`config.mk`:
```
export PLATFORM = sky130hd
export DESIGN_NAME = pc_sequencer
export DESIGN_NICKNAME = d
export VERILOG_FILES = /design/src/rtl/wisc_pkg.sv /design/src/rtl/PSA_16bit.sv /design/src/rtl/branch_cond.sv /design/src/rtl/pc_sequencer.sv
export SDC_FILE = /design/constraint.sdc
export NUM_CORES = 1
export LEC_CHECK = 0
export ABC_CLOCK_PERIOD_IN_PS = 3600
export BUFFER_PORTS_ARGS = -buffer_cell sky130_fd_sc_hd__buf_4
export CAP_MARGIN = 20
export CORE_UTILIZATION = 35
export CTS_BUF_LIST = sky130_fd_sc_hd__clkbuf_4
export CTS_CLUSTER_SIZE = 25
export DETAILED_ROUTE_END_ITERATION = 10
export HOLD_SLACK_MARGIN = 0.12
export SYNTH_ARGS = -nofsm -noshare
export SYNTH_HDL_FRONTEND = slang
export SYNTH_HIERARCHICAL = 1
export SYNTH_SLANG_ARGS = --single-unit
export TNS_END_PERCENT = 30
```
`constraint.sdc`:
```
create_clock -name clk -period 3.6 [get_ports clk]
set_input_delay 0.18 -clock clk [delete_from_list [all_inputs] [get_ports clk]]
set_output_delay 0.18 -clock clk [all_outputs]
set_load 0.05 [all_outputs]
```
`src/rtl/wisc_pkg.sv`:
```
// Shared types and constants for the WISC fetch/sequencing logic.
package wisc_pkg;

  localparam int PC_W = 16;

  localparam int FLAG_V = 2;
  localparam int FLAG_N = 1;
  localparam int FLAG_Z = 0;

  typedef enum logic [2:0] {
    NE  = 3'b000,
    EQ  = 3'b001,
    GT  = 3'b010,
    LT  = 3'b011,
    GE  = 3'b100,
    LE  = 3'b101,
    OV  = 3'b110,
    UNC = 3'b111
  } ccc_e;

  typedef enum logic {
    RUN    = 1'b0,
    HALTED = 1'b1
  } seq_state_e;

endpackage

```
`src/rtl/PSA_16bit.sv`:
```
// 16-bit add/subtract (A + B, or A - B when Sub=1), result wraps mod 2^16.
module PSA_16bit (
  input  logic [15:0] A,
  input  logic [15:0] B,
  input  logic        Sub,
  output logic [15:0] Sum
);

  assign Sum = A + (B ^ {16{Sub}}) + {15'b0, Sub};

endmodule

```
`src/rtl/branch_cond.sv`:
```
// Evaluates a branch condition code against the {V,N,Z} flag register.
module branch_cond
  import wisc_pkg::*;
(
  input  logic [2:0] ccc,
  input  logic [2:0] flags,
  output logic       cond
);

  logic v, n, z;

  assign v = flags[FLAG_V];
  assign n = flags[FLAG_N];
  assign z = flags[FLAG_Z];

  always_comb begin
    cond = 1'b0;
    case (ccc_e'(ccc))
      NE:      cond = ~z;
      EQ:      cond = z;
      GT:      cond = ~z & ~n;
      LT:      cond = n;
      GE:      cond = z | (~z & ~n);
      LE:      cond = z | n;
      OV:      cond = v;
      UNC:     cond = 1'b1;
      default: cond = 1'b0;
    endcase
  end

endmodule

```
`src/rtl/pc_sequencer.sv`:
```
// Architectural PC owner: next-PC select (PC+2 / B / BR), stall, halt, flush, perf counters.
//   state  | meaning
//   RUN    | fetching; PC advances, redirects on taken branch, holds on stall
//   HALTED | HLT retired; PC frozen until reset
module pc_sequencer
  import wisc_pkg::*;
#(
  parameter logic [PC_W-1:0] RESET_PC = 16'h0000,
  parameter int              CNT_W    = 16
) (
  input  logic             clk,
  input  logic             rst,
  input  logic             stall,
  input  logic             br_valid,
  input  logic             br_reg,
  input  logic [2:0]       ccc,
  input  logic [8:0]       imm,
  input  logic [2:0]       flags,
  input  logic [PC_W-1:0]  reg_target,
  input  logic [PC_W-1:0]  id_pc,
  input  logic             hlt,
  output logic [PC_W-1:0]  pc,
  output logic             flush,
  output logic             halted,
  output logic [CNT_W-1:0] br_taken_cnt,
  output logic [CNT_W-1:0] fetch_cnt
);

  seq_state_e       state_q, state_d;
  logic [PC_W-1:0]  pc_q, pc_d;
  logic [CNT_W-1:0] br_cnt_q, br_cnt_d;
  logic [CNT_W-1:0] fetch_cnt_q, fetch_cnt_d;

  logic            cond;
  logic            taken;
  logic            flush_c;
  logic [PC_W-1:0] pc_inc;
  logic [PC_W-1:0] b_target;
  logic [PC_W-1:0] br_target;
  logic [PC_W-1:0] b_offset;

  branch_cond u_branch_cond (
    .ccc   (ccc),
    .flags (flags),
    .cond  (cond)
  );

  // Word offset -> byte offset: sign-extend the 9-bit immediate and shift left by one.
  assign b_offset = {{6{imm[8]}}, imm, 1'b0};

  PSA_16bit u_pc_inc (
    .A   (pc_q),
    .B   (16'h0002),
    .Sub (1'b0),
    .Sum (pc_inc)
  );

  PSA_16bit u_b_target (
    .A   (id_pc),
    .B   (b_offset),
    .Sub (1'b0),
    .Sum (b_target)
  );

  assign br_target = br_reg ? reg_target : b_target;

  always_comb begin
    state_d = state_q;
    pc_d    = pc_q;
    flush_c = 1'b0;
    taken   = 1'b0;
    case (state_q)
      RUN: begin
        if (hlt && !stall) begin
          state_d = HALTED;
          flush_c = 1'b1;
        end else if (stall) begin
          pc_d = pc_q;
        end else if ((br_valid || br_reg) && cond) begin
          taken   = 1'b1;
          flush_c = 1'b1;
          pc_d    = br_target;
        end else begin
          pc_d = pc_inc;
        end
      end
      HALTED: begin
        state_d = HALTED;
      end
      default: begin
        state_d = RUN;
      end
    endcase
  end

  always_comb begin
    br_cnt_d    = br_cnt_q;
    fetch_cnt_d = fetch_cnt_q;
    if (taken && (br_cnt_q != {CNT_W{1'b1}})) begin
      br_cnt_d = br_cnt_q + CNT_W'(1);
    end
    // A redirect to the current PC does not count as an advance.
    if ((pc_d != pc_q) && (fetch_cnt_q != {CNT_W{1'b1}})) begin
      fetch_cnt_d = fetch_cnt_q + CNT_W'(1);
    end
  end

  always_ff @(posedge clk) begin
    if (rst) begin
      state_q     <= RUN;
      pc_q        <= RESET_PC;
      br_cnt_q    <= '0;
      fetch_cnt_q <= '0;
    end else begin
      state_q     <= state_d;
      pc_q        <= pc_d;
      br_cnt_q    <= br_cnt_d;
      fetch_cnt_q <= fetch_cnt_d;
    end
  end

  assign pc           = pc_q;
  assign flush        = flush_c & ~rst;
  assign halted       = (state_q == HALTED);
  assign br_taken_cnt = br_cnt_q;
  assign fetch_cnt    = fetch_cnt_q;

endmodule

```
* Word-level counts from Yosys, hierarchy flattened *
Cells that the tools add are included.

storage, ports and cells
  input port bits = 53
  bits in registers = 49
  output and inout port bits = 50
  word-level logic and storage cells = 47

operators by class
  bitwise gates (word level) = 8
  eq/ne operators = 10
  add/subtract/negate cells = 4
  mux-type cells = 14
  reduce and logical (&&, ||, !) cells = 7

operator list
  operator                 number
  $mux W16                 5
  $add A16 B1 Y16 const B  2
  $ne A16 B16 Y1 const B   2
  $add A16 B16 Y16         1
  $add A16 B2 Y16 const B  1
  $ne A16 B16 Y1           1
  $eq A3 B3 Y1 const B     4
  $pmux W1 S8              1
  $mux W1                  7
  $eq A3 B2 Y1 const B     2
  $logic_and A1 B1 Y1      4
  $not A1 Y1               4
  $eq A3 B1 Y1 const B     1
  $logic_not A3 Y1         1
  $and A1 B1 Y1            2
  $or A1 B1 Y1             2
  $pmux W1 S2              1
  $logic_not A1 Y1         1
  $logic_or A1 B1 Y1       1

* Logic depth before layout (Yosys ltp) *
  depth in word-level cells = 11
  depth in mapped cells = 19

* Hierarchy *
Netlist, hierarchy kept.

by module, submodules not included
  module                   area an instance (um^2)  cells an instance  instances  sequential area each (um^2)
  pc_sequencer             2,755.1                  351                1          980.9
  PSA_16bit at u_pc_inc    893.4                    114                1          0.0
  PSA_16bit at u_b_target  859.6                    115                1          0.0
  branch_cond              76.3                     11                 1          0.0

* Worst setup path before layout *
OpenSTA, ideal clock, no wires.

  kind = register -> register
  from = register pc_q[10] (netlist: pc[10])
  to = register fetch_cnt_q[3] (netlist: fetch_cnt[3])
  period minus slack after synthesis = 3,424 ps
  arrival time = 3,302 ps
  stages on the path, launching flop included = 15
  path buffers = 1
  setup slack = 176 ps
  cell sequence = dfxtp_1 -> ha_1 -> nand4_2 -> nor4_1 -> o21ai_0 -> o211ai_1 -> xnor2_1 -> a21oi_1 -> a211oi_1 -> xnor2_1 -> nand4_1 -> nor4_4 -> buf_6 -> nor3_1 -> mux2_4

between the ends
  word-level cells in the longest chain between the ends = 7

ends and longest elaborated chain
  element                 RTL line             RTL
  from (decl)             pc_sequencer.sv:30   logic [PC_W-1:0] pc_q, pc_d;
  from (signal assigned)  pc_sequencer.sv:116  pc_q <= pc_d;
  $add A16 B2 Y16         PSA_16bit.sv:9       assign Sum = A + (B ^ {16{Sub}}) + {15'b0, Sub};
  net pc_inc[15]          pc_sequencer.sv:37   logic [PC_W-1:0] pc_inc;
  $mux W16                pc_sequencer.sv:79   end else if ((br_valid || br_reg) && cond) begin
  $mux W16                pc_sequencer.sv:77   end else if (stall) begin
  $mux W16                pc_sequencer.sv:74   if (hlt && !stall) begin
  $mux W16                pc_sequencer.sv:72   case (state_q)
  $ne A16 B16 Y1          pc_sequencer.sv:103  if ((pc_d != pc_q) && (fetch_cnt_q != {CNT_W{1'b1}})) begin
  $logic_and A1 B1 Y1     pc_sequencer.sv:103
  to (signal assigned)    pc_sequencer.sv:118  fetch_cnt_q <= fetch_cnt_d;
  to (decl)               pc_sequencer.sv:32   logic [CNT_W-1:0] fetch_cnt_q, fetch_cnt_d;

The timed path passes the listed nets, and every way through them passes these cells.
A chain may end at the register's enable or synchronous reset.

* Final worst setup path *
  from = register pc_q[1] (netlist: pc[1])
  to = register fetch_cnt_q[3] (netlist: fetch_cnt[3])

Same word-level chain as after synthesis.

==> reports/metrics.yaml <==
pwr:
  peakVddDrop_mv: 0.139
  power_mw: 1.84
  leakagePower_nw: 2.56
  power_per_cell_area_nw_per_um2: 314
route:
  met1Wirelength_um: 5730
  wl_per_cell_um: 14.3
  routed-wl-met3_um: 633
  vias: 4667
  drtAntennaViolNets: 0
  route.met2.wl_um: 6270
  top_layer_used: "met4"
  wl_um: 12800
  first_pass_iters: 4
  dr.first_iter.drc_count: 237
  drt_drc_violations_left: 0
  avgViaCountPerCell: 5.20
floorplanning:
  row_count: 41
  ios: 103
  start_util: 0.362
  dieArea_um2: 13600
  core-area_um2: 12700
  fp.dieH_um: 116
  dieWidth_um: 116
sta:
  holdWs_ns: 0.153
  fin_crit_sh: 0.945
  fin_skew_ns: 0.0132
  final_max_slew_viol_count: 0
  worst_slew_pin_slew_ns: 0.694
  hold_violations: 0
  rsz0062_at_grt: "no"
  layout_min_cycle_time_ns: 3.40
  fmax_ghz: 0.294
  setup_viol: 0
  max_slew_margin: 0.535
  tns_ns: 0
logic_synthesis:
  ys_seq_area_frac: 0.214
  syn_inst: 591
  ys_seq_elements: 49
  synthFlopType: "dfxtp_1"
  synth_area_per_cell_um2: 7.76
  synth_top_area_share: 0.214
  yosysWarnings: 6
  netlist_area_um2: 4580
  synth_edf_count: 0
  yosysUniqueCellTypes: 62
  ys_top_cells_by_area: "dfxtp_1 21%, xor2_1 11%, a21oi_1 8.7%, ha_1 8.7%, xnor2_1 6.3%"
  async_flop_share: 0
  synth_top_cell_by_area: "dfxtp_1"
cells_and_area:
  fin_cells: 897
  final_common_cell: "buf_4"
  syn_to_final_growth_pct: 27.9
  finish.utilization: 0.463
  mostFrequentLayoutCells: "132 x buf_4, 79 x a21oi_1, 60 x nand2_1"
  fin_nets: 811
  drive_gt1_frac: 0.232
  antenna_cells: 0
worst_setup_path:
  cp.required_ns: 3.92
  crit_path_end_kind: "register"
  crit_arrival_ns: 3.72
  crit_start: "pc[1]"
  worstSetupStartpointType: "register"
  crit_type: "reg -> reg"
  r2r-start: "pc[1]"
  rr_worst_depth: 14
  cp_max_fo: 28
grt:
  antenna_found_initial: 0
  grt.total_usage: 0.190
  grt_first_pass_wirelength_um: 20700
  grt_max_degree: 55
  gr-total-overflow: 0
  grt_pass1_vias: 4336
place:
  dpl.cell_count: 887
  gp_congestion: 0.838
  hpwl_um: 10000
  port_buffers: 102
clocking:
  clock_sinks: 49
  cts_made_buffers: 5
  cts_tree: "done"
  cts_setup_buffers: 0
  cts_root_buffer: "clkbuf_4"
  cts_buffer_depth: 2
  clock_latency_ns: 0.40
  path_clk_slew_ns: 0.17
  cts_max_level: 2
hold_path:
  hold_depth: 4
  min_from: "stall"
  hold_path.class: "in -> reg"
outcome:
  status: "complete, no violations"
job:
  drv_cap: 0
==> routing by layer <==
layer | GRT usage | vias to the layer above
met1 | 0.249 | 2185
met2 | 0.324 | 118
met4 | 0.0530 | 0
met3 | 0.0291 | 11
li1 | - | 2353
met5 | 0 | -
==> critical path, cell delays in order, from the launching register on <==
cell      delay (ns)
dfxtp_1         0.36
fa_1            0.46
a21oi_1         0.24
o21bai_2        0.12
a21oi_2         0.22
o31ai_1         0.12
xor2_1          0.26
a21oi_1         0.09
a211oi_2        0.25
xnor2_1         0.15
nand4_1         0.20
nor4_4          0.23
buf_12          0.20
nor3_1          0.08
mux2_4          0.32
==> cells in the mapped netlist, drive strengths merged, types with 3 or more instances <==
cell type  count
inv           12
a21oi         80
nor3           6
dfxtp         49
mux2           4
a211oi        18
o21ai         25
nand4         13
mux2i          5
and3           8
and2           3
nor4           5
o31ai         15
xor2          55
nand2         60
nand3         16
or3            7
o21a           3
xnor2         33
ha            32
or4            9
o21bai         7
nor2b         22
clkbuf        14
nor2          46
buf           14
==> flip-flops by register name, indices dropped and copies added, names as in the netlist <==
name and cells:
pc 16, halted 1, fetch_cnt 16, br_taken_cnt 16
==> cell families (layout without fill, tap and decap cells) <==
group                    Yosys count  in the layout  share of synthesized area
AND/OR/NAND/NOR                  206            206                      0.230
AO/OA/AOI/OAI                    163            163                      0.224
XOR/XNOR                          88             88                      0.168
flip-flops                        49             49                      0.214
buffers and inverters             40            155                     0.0420
adder cells (fa/ha/maj)           34             34                     0.0961
multiplexers                       9              9                     0.0248
other                              2             21                    0.00164
==> layout make-up <==
| cell class | count | area, um2 |
|---|---|---|
| Fill cell | 1315 | 6810 |
| Multi-Input combinational cell | 521 | 3510 |
| Timing Repair Buffer | 135 | 1030 |
| Sequential cell | 49 | 981 |
| Tap cell | 172 | 215 |
| Inverter | 12 | 45.0 |
| Clock inverter | 3 | 43.8 |
| Clock buffer | 5 | 37.5 |
==> per-stage QoR <==
| stage | cell area (um2) | setup WS [ns] |
|---|---|---|
| 6_report | 5860 | 0.199 |
| 5_1_grt | 5860 | 0.00110 |
| 4_1_cts | 5840 | 0.0450 |
| 3_5_place_dp | 5740 | 0.0140 |
| 3_3_place_gp | 5740 | 0.0313 |
| 2_1_floorplan | 4660 | 0.176 |
==> final timing paths <==
path	slack, ns	end
max reg2reg	0.20	fetch_cnt[3]
max	0.20	fetch_cnt[3]
min	0.15	pc[15]
min reg2reg	0.52	fetch_cnt[9]
==> repair_timing <==
| item | 4_1_cts | 5_1_grt |
|---|---|---|
| endpoints found under the hold margin | 1 | 0 |
| hold buffers | 2 | 0 |
| setup endpoints to repair | 0 | 13 |
| resized for setup | 0 | 5 |
==> power breakdown <==
part / switching [mW] / leakage (nW) / internal (mW) / total, mW
Combinational: 0.512 / 2.12 / 0.393 / 0.905
Sequential: 0.0207 / 0.397 / 0.560 / 0.581
Clock: 0.207 / 0.0456 / 0.148 / 0.355
Note: power is estimated with default switching activity, not from simulation.
